## src/rtl/axis_adc_acq_sequencer.sv

```systemverilog
// rtl/axis_adc_acq_sequencer.sv - ADC acquisition sequencer: settle, trigger, delay, counted AXIS capture
//
// Sits between the ADC stream front-end and the capture FIFO/DMA and owns the
// ADC channel-select lines. Optional build macro: ACQ_SEQ_DECIM_EN adds
// cfg_decim and keeps only every (cfg_decim+1)-th sample during capture.
//
// Ports:
//   aclk, areset                      clock, asynchronous active-high reset
//   cfg_mode/cfg_delay/cfg_count      configuration, latched on start
//   cfg_decim                         decimation factor (ACQ_SEQ_DECIM_EN only)
//   start, trig, abort                single-cycle control pulses
//   adc_channel_switch                ADC front-end channel select
//   s_axis_tvalid/tdata               ADC sample stream (cannot stall)
//   m_axis_tvalid/tready/tlast/tdata  capture stream, single output register
//   sts_busy, sts_done, sts_overflow  status: not idle, done pulse, sticky drop

module axis_adc_acq_sequencer #(
    parameter int AXIS_TDATA_WIDTH = 32,
    parameter int CNT_WIDTH        = 32,
    parameter int SETTLE_SAMPLES   = 2
) (
    input  logic                        aclk,
    input  logic                        areset,
    input  logic [1:0]                  cfg_mode,
    input  logic [CNT_WIDTH-1:0]        cfg_delay,
    input  logic [CNT_WIDTH-1:0]        cfg_count,
`ifdef ACQ_SEQ_DECIM_EN
    input  logic [15:0]                 cfg_decim,
`endif
    input  logic                        start,
    input  logic                        trig,
    input  logic                        abort,
    output logic [1:0]                  adc_channel_switch,
    input  logic                        s_axis_tvalid,
    input  logic [AXIS_TDATA_WIDTH-1:0] s_axis_tdata,
    output logic                        m_axis_tvalid,
    input  logic                        m_axis_tready,
    output logic                        m_axis_tlast,
    output logic [AXIS_TDATA_WIDTH-1:0] m_axis_tdata,
    output logic                        sts_busy,
    output logic                        sts_done,
    output logic                        sts_overflow
);

    localparam int SW = (SETTLE_SAMPLES > 1) ? $clog2(SETTLE_SAMPLES) : 1;
    localparam logic [SW-1:0] SETTLE_LAST = SW'((SETTLE_SAMPLES > 0) ? SETTLE_SAMPLES - 1 : 0);
    localparam logic [SW-1:0] SETTLE_ONE  = SW'(1);
    localparam logic [CNT_WIDTH-1:0] CNT_ONE = CNT_WIDTH'(1);

    typedef enum logic [2:0] {
        IDLE, SETTLE, ARMED, DELAY, CAPTURE
    } state_t;

    state_t               state;
    logic [CNT_WIDTH-1:0] delay_q;
    logic [CNT_WIDTH-1:0] count_q;
    logic [CNT_WIDTH-1:0] cnt;
    logic [SW-1:0]        settle_cnt;
    logic                 skip_settle;
    logic                 take;
    logic                 is_last;

`ifdef ACQ_SEQ_DECIM_EN
    logic [15:0] decim_q;
    logic [15:0] decim_cnt;
    // Phase 0 of the decimation counter is the kept sample, so the first
    // sample after trigger/delay is always taken.
    assign take = (decim_cnt == 16'd0);
`else
    assign take = 1'b1;
`endif

    // Only meaningful while count_q != 0.
    assign is_last = (cnt == count_q - CNT_ONE);

    always_ff @(posedge aclk or posedge areset) begin
        if (areset) begin
            state              <= IDLE;
            delay_q            <= '0;
            count_q            <= '0;
            cnt                <= '0;
            settle_cnt         <= '0;
            skip_settle        <= 1'b0;
            adc_channel_switch <= 2'b11;
            m_axis_tvalid      <= 1'b0;
            m_axis_tlast       <= 1'b0;
            m_axis_tdata       <= '0;
            sts_busy           <= 1'b0;
            sts_done           <= 1'b0;
            sts_overflow       <= 1'b0;
`ifdef ACQ_SEQ_DECIM_EN
            decim_q            <= '0;
            decim_cnt          <= '0;
`endif
        end else begin
            sts_done <= 1'b0;

            // Output register drains independently of the sequencer state so a
            // pending entry survives abort. A load below overrides this.
            if (m_axis_tvalid && m_axis_tready) begin
                m_axis_tvalid <= 1'b0;
                m_axis_tlast  <= 1'b0;
            end

            if (abort) begin
                state    <= IDLE;
                sts_busy <= 1'b0;
            end else begin
                case (state)
                    IDLE: begin
                        if (start) begin
                            delay_q            <= cfg_delay;
                            count_q            <= cfg_count;
                            adc_channel_switch <= cfg_mode;
                            sts_overflow       <= 1'b0;
                            sts_busy           <= 1'b1;
                            settle_cnt         <= '0;
                            // No switch happens when the mode is unchanged, so
                            // there is nothing to settle.
                            skip_settle        <= (cfg_mode == adc_channel_switch) ||
                                                  (SETTLE_SAMPLES == 0);
`ifdef ACQ_SEQ_DECIM_EN
                            decim_q            <= cfg_decim;
`endif
                            state              <= SETTLE;
                        end
                    end
                    SETTLE: begin
                        if (skip_settle) begin
                            state <= ARMED;
                        end else if (s_axis_tvalid) begin
                            if (settle_cnt == SETTLE_LAST)
                                state <= ARMED;
                            else
                                settle_cnt <= settle_cnt + SETTLE_ONE;
                        end
                    end
                    ARMED: begin
                        if (trig) begin
                            cnt   <= '0;
`ifdef ACQ_SEQ_DECIM_EN
                            decim_cnt <= '0;
`endif
                            state <= (delay_q != '0) ? DELAY : CAPTURE;
                        end
                    end
                    DELAY: begin
                        if (s_axis_tvalid) begin
                            if (cnt == delay_q - CNT_ONE) begin
                                cnt   <= '0;
                                state <= CAPTURE;
                            end else begin
                                cnt <= cnt + CNT_ONE;
                            end
                        end
                    end
                    CAPTURE: begin
                        if (count_q == '0) begin
                            sts_done <= 1'b1;
                            sts_busy <= 1'b0;
                            state    <= IDLE;
                        end else if (s_axis_tvalid && take) begin
                            cnt <= cnt + CNT_ONE;
                            if (!m_axis_tvalid || m_axis_tready) begin
                                m_axis_tvalid <= 1'b1;
                                m_axis_tdata  <= s_axis_tdata;
                                m_axis_tlast  <= is_last;
                            end else begin
                                // Source cannot stall: drop, but keep counting.
                                sts_overflow <= 1'b1;
                            end
                            if (is_last) begin
                                sts_done <= 1'b1;
                                sts_busy <= 1'b0;
                                state    <= IDLE;
                            end
                        end
`ifdef ACQ_SEQ_DECIM_EN
                        if (s_axis_tvalid)
                            decim_cnt <= (decim_cnt == decim_q) ? 16'd0 : decim_cnt + 16'd1;
`endif
                    end
                    default: state <= IDLE;
                endcase
            end
        end
    end

endmodule

```

## config.mk

```make
export PLATFORM = sky130hd
export DESIGN_NAME = axis_adc_acq_sequencer
export DESIGN_NICKNAME = d
export VERILOG_FILES = /design/src/rtl/axis_adc_acq_sequencer.sv
export SDC_FILE = /design/constraint.sdc
export NUM_CORES = 1
export LEC_CHECK = 0
export ABC_AREA = 1
export CAP_MARGIN = 20
export CORE_ASPECT_RATIO = 0.8
export CORE_MARGIN = 8
export CORE_UTILIZATION = 39
export DETAILED_ROUTE_END_ITERATION = 8
export PLACE_DENSITY_LB_ADDON = 0.15
export RECOVER_POWER = 25
export SLEW_MARGIN = 40
export SYNTH_ARGS = -nofsm -noshare
export SYNTH_HDL_FRONTEND = slang
export SYNTH_SLANG_ARGS = --single-unit
```

## constraint.sdc

```tcl
create_clock -name aclk -period 8.4 [get_ports aclk]
set_input_delay 1.26 -clock aclk [delete_from_list [all_inputs] [get_ports aclk]]
set_output_delay 1.26 -clock aclk [all_outputs]
set_load 0.05 [all_outputs]
```

# Word-level counts from Yosys, hierarchy flattened
# Index checks and enable logic that the tools add are counted.
# Widths: inputs -> output; s select.
dict set report totals {
  in_bits 105
  register_bits 140
  out_inout_bits 39
  elab_cells 110
}
dict set report classes {
  muxes 51
  addsub 4
  n_reduce_logical 17
  bitwise_logic 2
  eq_ne 23
}
# operator count
set op_table {}
lappend op_table {{$mux 32} 5}
lappend op_table {{$pmux 32 s3} 1}
lappend op_table {{$eq 32x32->1} 2}
lappend op_table {{$sub 32x1->32 const B} 2}
lappend op_table {{$mux 3} 12}
lappend op_table {{$add 32x1->32 const B} 1}
lappend op_table {{$logic_not 32->1} 1}
lappend op_table {{$reduce_bool 32->1} 1}
lappend op_table {{$mux 1} 29}
lappend op_table {{$ne 2x2->1 const B} 8}
lappend op_table {{$ne 4x4->1 const B} 4}
lappend op_table {{$pmux 3 s5} 1}
lappend op_table {{$ne 3x3->1 const B} 4}
lappend op_table {{$reduce_and 6->1} 2}
lappend op_table {{$reduce_and 5->1} 2}
lappend op_table {{$reduce_and 8->1} 1}
lappend op_table {{$eq 3x2->1 const B} 2}
lappend op_table {{$pmux 1 s2} 3}
lappend op_table {{$reduce_bool 3->1} 2}
lappend op_table {{$reduce_and 4->1} 1}
lappend op_table {{$reduce_bool 2->1} 2}
lappend op_table {{$eq 3x1->1 const B} 1}
lappend op_table {{$eq 3x3->1 const B} 1}
lappend op_table {{$logic_not 3->1} 1}
lappend op_table {{other kinds (7)} 8}

# Longest topological paths before layout
# Gate-level depths: netlist of the first run.
dict set report logic_depth {
  ltp_word 7
  depth_mapped 19
  mapped_depth_nobuf 19
}

# Worst setup path before layout of the first run
# No wires, ideal clock.
dict set report synth_path {
  kind {in2reg}
  start {input s_axis_tvalid}
  end {register cnt[19]}
  path_stages 11
  path_slack_ps 5538
  arrival_time_ps 2742
  cell_sequence {clkbuf_1 > o21ai_0 > a211oi_4 > nand2_4 > inv_2 > buf_6 > nand4_2 > nor2_2 > nand3_1 > o211ai_1 > inv_1}
}
dict set report synth_via {
  elab_chain_cells 2
  word_cells_on_any_way 3
}
# item line
set synth_lines {}
lappend synth_lines {{start, declared} 34} ;# input logic s_axis_tvalid,
lappend synth_lines {{$ne 2x2->1 (no line)} n/a}
lappend synth_lines {{$reduce_and 6->1 (no line) (*)} n/a}
lappend synth_lines {{end signal, assigned} 153} ;# cnt <= cnt + CNT_ONE;
lappend synth_lines {{end signal, assigned} 163} ;# cnt <= cnt + CNT_ONE;
lappend synth_lines {{end, declared} 57} ;# logic [CNT_WIDTH-1:0] cnt;
# Every way passes the cells marked *; elsewhere a longest branch is shown, timed or not.
# A chain may end at the register's enable or synchronous reset.

==> results of run 1 <==
==> where the power goes <==
part / internal [mW] / switching (mW) / total, mW / leakage [nW]
Combinational: 0.685 / 1.24 / 1.93 / 3.54
Sequential: 0.944 / 0.298 / 1.24 / 1.83
Clock: 0.583 / 0.294 / 0.877 / 0.330
==> metal layers <==
metal,vias up,track usage,routed length (µm)
met5,-,0,0
met4,0,0.04530,302
met3,23,0.03774,1362
met2,187,0.2778,11440
met1,3924,0.2618,12840
li1,4304,-,-
==> final timing paths <==
check                                      startpoint                     to  slack (ns)  cells after the start
min in group asynchronous                      areset       m_axis_tdata[22]        2.39                      2
worst max register to register             delay_q[0]                cnt[23]        4.99                     16
max in group aclk                               abort                cnt[29]        4.91                     11
worst max-delay path                           areset            delay_q[27]        4.30                      3
worst min-delay path            adc_channel_switch[0]  adc_channel_switch[0]        0.48                      2
worst min register to register  adc_channel_switch[0]  adc_channel_switch[0]        0.48                      2
==> flip-flops by register name (all words and copies together) (netlist names), 2 cells and up <==
name                count
cnt                    32
count_q                32
adc_channel_switch      2
state                   3
m_axis_tdata           32
delay_q                32
==> stage by stage <==
step / cell area [µm²] / setup slack, ns
3_5_place_dp: 10790 / 4.530
2_1_floorplan: 9135 / 3.390
4_1_cts: 11460 / 4.927
3_3_place_gp: 10780 / 4.066
5_1_grt: 11460 / 3.628
6_report: 11460 / 4.303
==> worst max-delay path: stages <==
cell	delay, ns
dlygate4sd3_1	0.54
clkinvlp_2	2.10
buf_6	0.65
==> cells by family after synthesis <==
group	count (synthesis)	synth area share
buffers and inverters	204	0.09108
DFF	140	0.3838
muxes	32	0.03945
AOI/OAI and AO/OA	94	0.05903
and+or+nand+nor	760	0.3656
adders and majority gates	4	0.005479
xor gates and xnor gates	58	0.05561
==> layout make-up <==
class                   instances  area [µm²]
flip-flops and latches        140        3506
clock buffers                  18       429.2
inverters                     168       631.9
well taps                     312       390.4
multi-input cells             948        4807
clock inverters                13       246.5
fillers                      2295       11750
repair buffers                145        1454
==> cell usage after synthesis, drive strengths merged (2+ instances only) <==
master,number
o211ai,7
o21ai,63
dfstp,2
xnor2,20
and2,3
nand2,432
nand3b,11
inv,167
nand3,92
xor2,38
or2,4
nor3,4
nand4,32
a21oi,10
a21o,2
mux2,32
nor4,2
buf,21
clkbuf,15
ha,4
dfrtp,138
o21bai,7
nor2,179
==> out/metrics.yaml, run 1 <==
setup_viol_count_final: 0
p_per_area_nw_per_um2: 352.9
synthTopCellsByArea: "dfrtp_1 38%, nand2_1 17%, nor2_1 6.4%"
layout_commonest_cell: "nand2_1"
cts_buffers: 17
final_core_util: 0.4940
layout.nets: 1529
finalSetupTns_ns: 0
post_route_cells_drive_above_1_share: 0.09916
violations: "max-capacitance violations, max-slew violations"
synth_area_um2: 9135
tightest_slew_ns: 3.761
clock_skew_ns: 0.008043
clk_pin_slew_ns: 0.06
gp_congestion: 0.8924
die_y_um: 152.9
synth_top_area_cell: "dfrtp_1"
ys_async_sr_fraction: 1.000
mostFrequentLayoutCells: "422 x nand2_1, 155 x nor2_1, 147 x inv_1"
ctsLongestPathBuffers: 2
slew_viol_final: 84
power.total_mw: 4.046
grt_pass1_wl_mm: 42.72
root_buffer: "clkbuf_16"
start_util: 0.3936
ys_ff_latch: 140
antennaDiodeCount: 0
track_usage: 0.1830
dieWidth_um: 187.1
relSlewSlack: -1.521
antenna_left: 0
grt_overflow: 0
routed_wl_mm: 25.94
drtIter0Drc: 736
p_leak_nw: 5.696
post_cts_buffers: 0
crit_type: "in2async"
viasPerCell: 4.838
antenna_found_initial: 0
syn-num-nets: 1401
status: "finished, violations left"
drc: 0
numPortBuffers: 143
firstDrtPassIters: 5
final-hold-violation-count: 0
std_cell_rows: 50
drt-wirelength-per-cell_um: 14.88
synth-edff-count: 0
required_ns: 8.92
final_cells: 1744
ir_drop_mv: 0.1557
hpwlAfterDp_mm: 20.04
grt_pass1_vias: 8149
ys_types: 46
area_growth_pct: 25.50
yosys_warnings: 0
crit_path_end_kind: "asynchronous set/reset pin"
holdWs_ns: 0.4809
min_path_type: "reg2reg"
synthesis.instances: 1292
cap_violations: 1
insertion_delay_ns: 0.43
htree_num_levels: 4
placed_cells_incl_taps: 1713
dieArea_um2: 28610
ys_seq_area_frac: 0.3838
avgSynthCellArea_um2: 7.070
grt_start_max_net_pins: 108
synth_ff_type: "dfrtp_1"
synth_top_cell_area_share: 0.3780
finalCritPeriodShare: 0.4877
worst-path-max-fanout: 83
fmax_mhz: 244.1
min_period_ns: 4.097
ios: 144
rsz0062_at_grt: "false"
crit_arrival_ns: 4.61
ctsHoldBuffers: 0
cts_tree: "done"
cts_resized: 0
tritoncts_num_sinks: 140
core_area_um2: 23210
start_kind: "input port"
num_vias: 8438
No activity file was read; power rests on OpenSTA's default activity.
==> run 2, diff against run 1 <==
clock period = 3.6 ns   (was 8.4 ns; I/O delays follow)
==> run 2 against run 1 <==
Against the previous run:
- worst setup slack worse by 3.8 ns
- non-clock buffer count is 5 higher
- the flow still finishes with violations (max-capacitance violations, max-slew violations)
- flip-flop and latch count stayed put
- total power is 130% higher
- critical path type is now reg2reg
- sequential power is 130% higher
- design area is 0.17% lower
==> out/metrics.yaml, run 2 (synthesis results as in run 1) <==
viasPerCell: 4.869  # +0.64%
swShare: 0.4702  # +0.01683
die_y_um: 152.9  # unchanged
clock_skew_ns: 0.01212  # +0.004080 ns
worst-path-max-fanout: 20  # -76%
insertion_delay_ns: 0.43  # about the same
grt_pass1_vias: 8200  # +0.63%
cap_violations: 1  # unchanged
numPortBuffers: 143  # unchanged
cts_tree: "done"
start_util: 0.3936  # unchanged
root_buffer: "clkbuf_16"
internal_power_mw: 4.931  # +120%
seqPwrFrac: 0.311  # +0.004
setup_viol_count_final: 0  # unchanged
clk_pin_slew_ns: 0.07  # about the same
combPwrFrac: 0.490  # +0.014
final_cells: 1750  # +0.34%
rsz0062_at_grt: "false"
gp_congestion: 0.9641  # +8.0%
crit_path_end_kind: "flip-flop"
crit_type: "reg2reg"
crit_arrival_ns: 3.41  # -1.20 ns
relSlewSlack: -0.02780  # +1.494
layout_commonest_cell: "nand2_1"
area_growth_pct: 25.28
min_period_ns: 3.082
start_kind: "flip-flop"
finalCritPeriodShare: 0.8561
core_area_um2: 23210  # unchanged
p_per_area_nw_per_um2: 813.4  # +130%
drt-wirelength-per-cell_um: 15.31  # +2.9%
ir_drop_mv: 0.3695  # +140%
status: "finished, violations left"
ios: 144  # unchanged
multiInputGateArea_um2: 4807  # unchanged
grt_pass1_wl_mm: 43.34  # +1.5%
firstDrtPassIters: 5  # unchanged
regArea_um2: 3506  # unchanged
antenna_found_initial: 0  # unchanged
placed_cells_incl_taps: 1718  # +0.29%
mostFrequentLayoutCells: "422 x nand2_1, 155 x nor2_1, 148 x inv_1"
slew_viol_final: 60  # -29%
dieArea_um2: 28610  # unchanged
finalSetupTns_ns: 0  # unchanged
cts_buffers: 17  # unchanged
drc: 0  # unchanged
dieWidth_um: 187.1  # unchanged
ctsLongestPathBuffers: 2  # unchanged
layout_setup_ws_ns: 0.5180  # -3.785 ns
tritoncts_num_sinks: 140  # unchanged
violations: "max-capacitance violations, max-slew violations"
p_sw_mw: 4.378  # +140%
layout.nets: 1534  # +0.33%
antennaDiodeCount: 0  # unchanged
final-hold-violation-count: 0  # unchanged
routed_wl_mm: 26.79  # +3.3%
post_cts_buffers: 0  # unchanged
clockPowerShare: 0.198  # -0.019
grt_start_max_net_pins: 107  # -0.93%
grt_overflow: 0  # unchanged
fmax_mhz: 324.5
tightest_slew_ns: 1.542  # -2.220 ns
track_usage: 0.1864  # +0.003352
antenna_left: 0  # unchanged
post_route_cells_drive_above_1_share: 0.1008  # +0.001672
cts_resized: 0  # unchanged
required_ns: 3.93  # -4.99 ns
htree_num_levels: 4  # unchanged
min_path_type: "reg2reg"
p_leak_nw: 5.675  # -0.37%
ctsHoldBuffers: 0  # unchanged
dp_slack_ns: 0.4646  # -4.066 ns
num_vias: 8521  # +0.98%
std_cell_rows: 50  # unchanged
hpwlAfterDp_mm: 20.84  # +4.0%
drtIter0Drc: 677  # -8.0%
nFillCells: 2345  # +2.2%
dpl-instance-area_um2: 10880  # +0.84%
final_area_um2: 11440  # -0.17%
holdWs_ns: 0.4821  # +0.001255 ns
run 2: cell types whose count changed in the layout (fill, tap and decap cells not counted):
cell | previous run | this run
buf_4 | 0 | 3
clkbuf_2 | 0 | 1
clkbuf_1 | 1 | 3
bufinv_16 | 7 | 3
buf_12 | 0 | 2
inv_2 | 19 | 18
clkinvlp_4 | 1 | 4
inv_1 | 147 | 148
inv_6 | 0 | 3
clkbuf_8 | 0 | 1
buf_6 | 2 | 0
clkinv_2 | 4 | 1
run 2: worst max-delay path, stage by stage (launching register included):
cell and delay (ns):
dfrtp_1 0.37, inv_1 0.12, ha_1 0.28, nor3b_1 0.49, nand4_1 0.23, nor2_2 0.23, nand2_1 0.24, nand2_4 0.19
inv_2 0.18, nand4_2 0.17, nor2_2 0.09, or2_2 0.29, nand3_2 0.07, inv_2 0.03
run 2: power groups by stage:
stage / Combinational [mW] / Sequential [mW] / Clock [mW]
2_1_floorplan: 2.71 / 3.35 / 0
3_3_place_gp: 4.51 / 2.91 / 0
3_5_place_dp: 4.55 / 2.92 / 0
4_1_cts: 4.58 / 2.90 / 1.89
5_1_grt: 5.09 / 3.00 / 1.95
6_report: 4.56 / 2.90 / 1.85
run 2: final timing paths:
kind	startpoint	depth (start not counted)	slack, ns	to
worst max register to register	count_q[1]	13	0.52	cnt[25]
worst min-delay path	sts_busy	2	0.48	sts_busy
max in group asynchronous	areset	3	1.02	cnt[22]
min in group asynchronous	areset	2	0.66	m_axis_tdata[14]
worst max-delay path	count_q[1]	13	0.52	cnt[25]
worst min register to register	sts_busy	2	0.48	sts_busy
run 2: metrics by stage:
step                power, mW    util
floorplan               6.061       -
global placement        7.423  0.4674
detailed placement      7.465  0.4686
CTS                     9.361  0.4948
global route            10.03  0.4931
finish                  9.309  0.4931
run 2: cell type report:
type / count / share of cell area
clock buffers: 20 / 0.03903
clock inverters: 12 / 0.01399
inverters: 168 / 0.05521
multi-input cells: 948 / 0.4200
flip-flops and latches: 140 / 0.3063
well taps: 312 / 0.03411
repair buffers: 150 / 0.1313
run 2: metal layers:
metal	up-vias	track usage	share of wire
li1	4311	-	-
met1	3984	0.2635	0.48
met2	206	0.2863	0.45
met3	20	0.04320	0.063
met4	0	0.03888	0.0088
met5	-	0	0
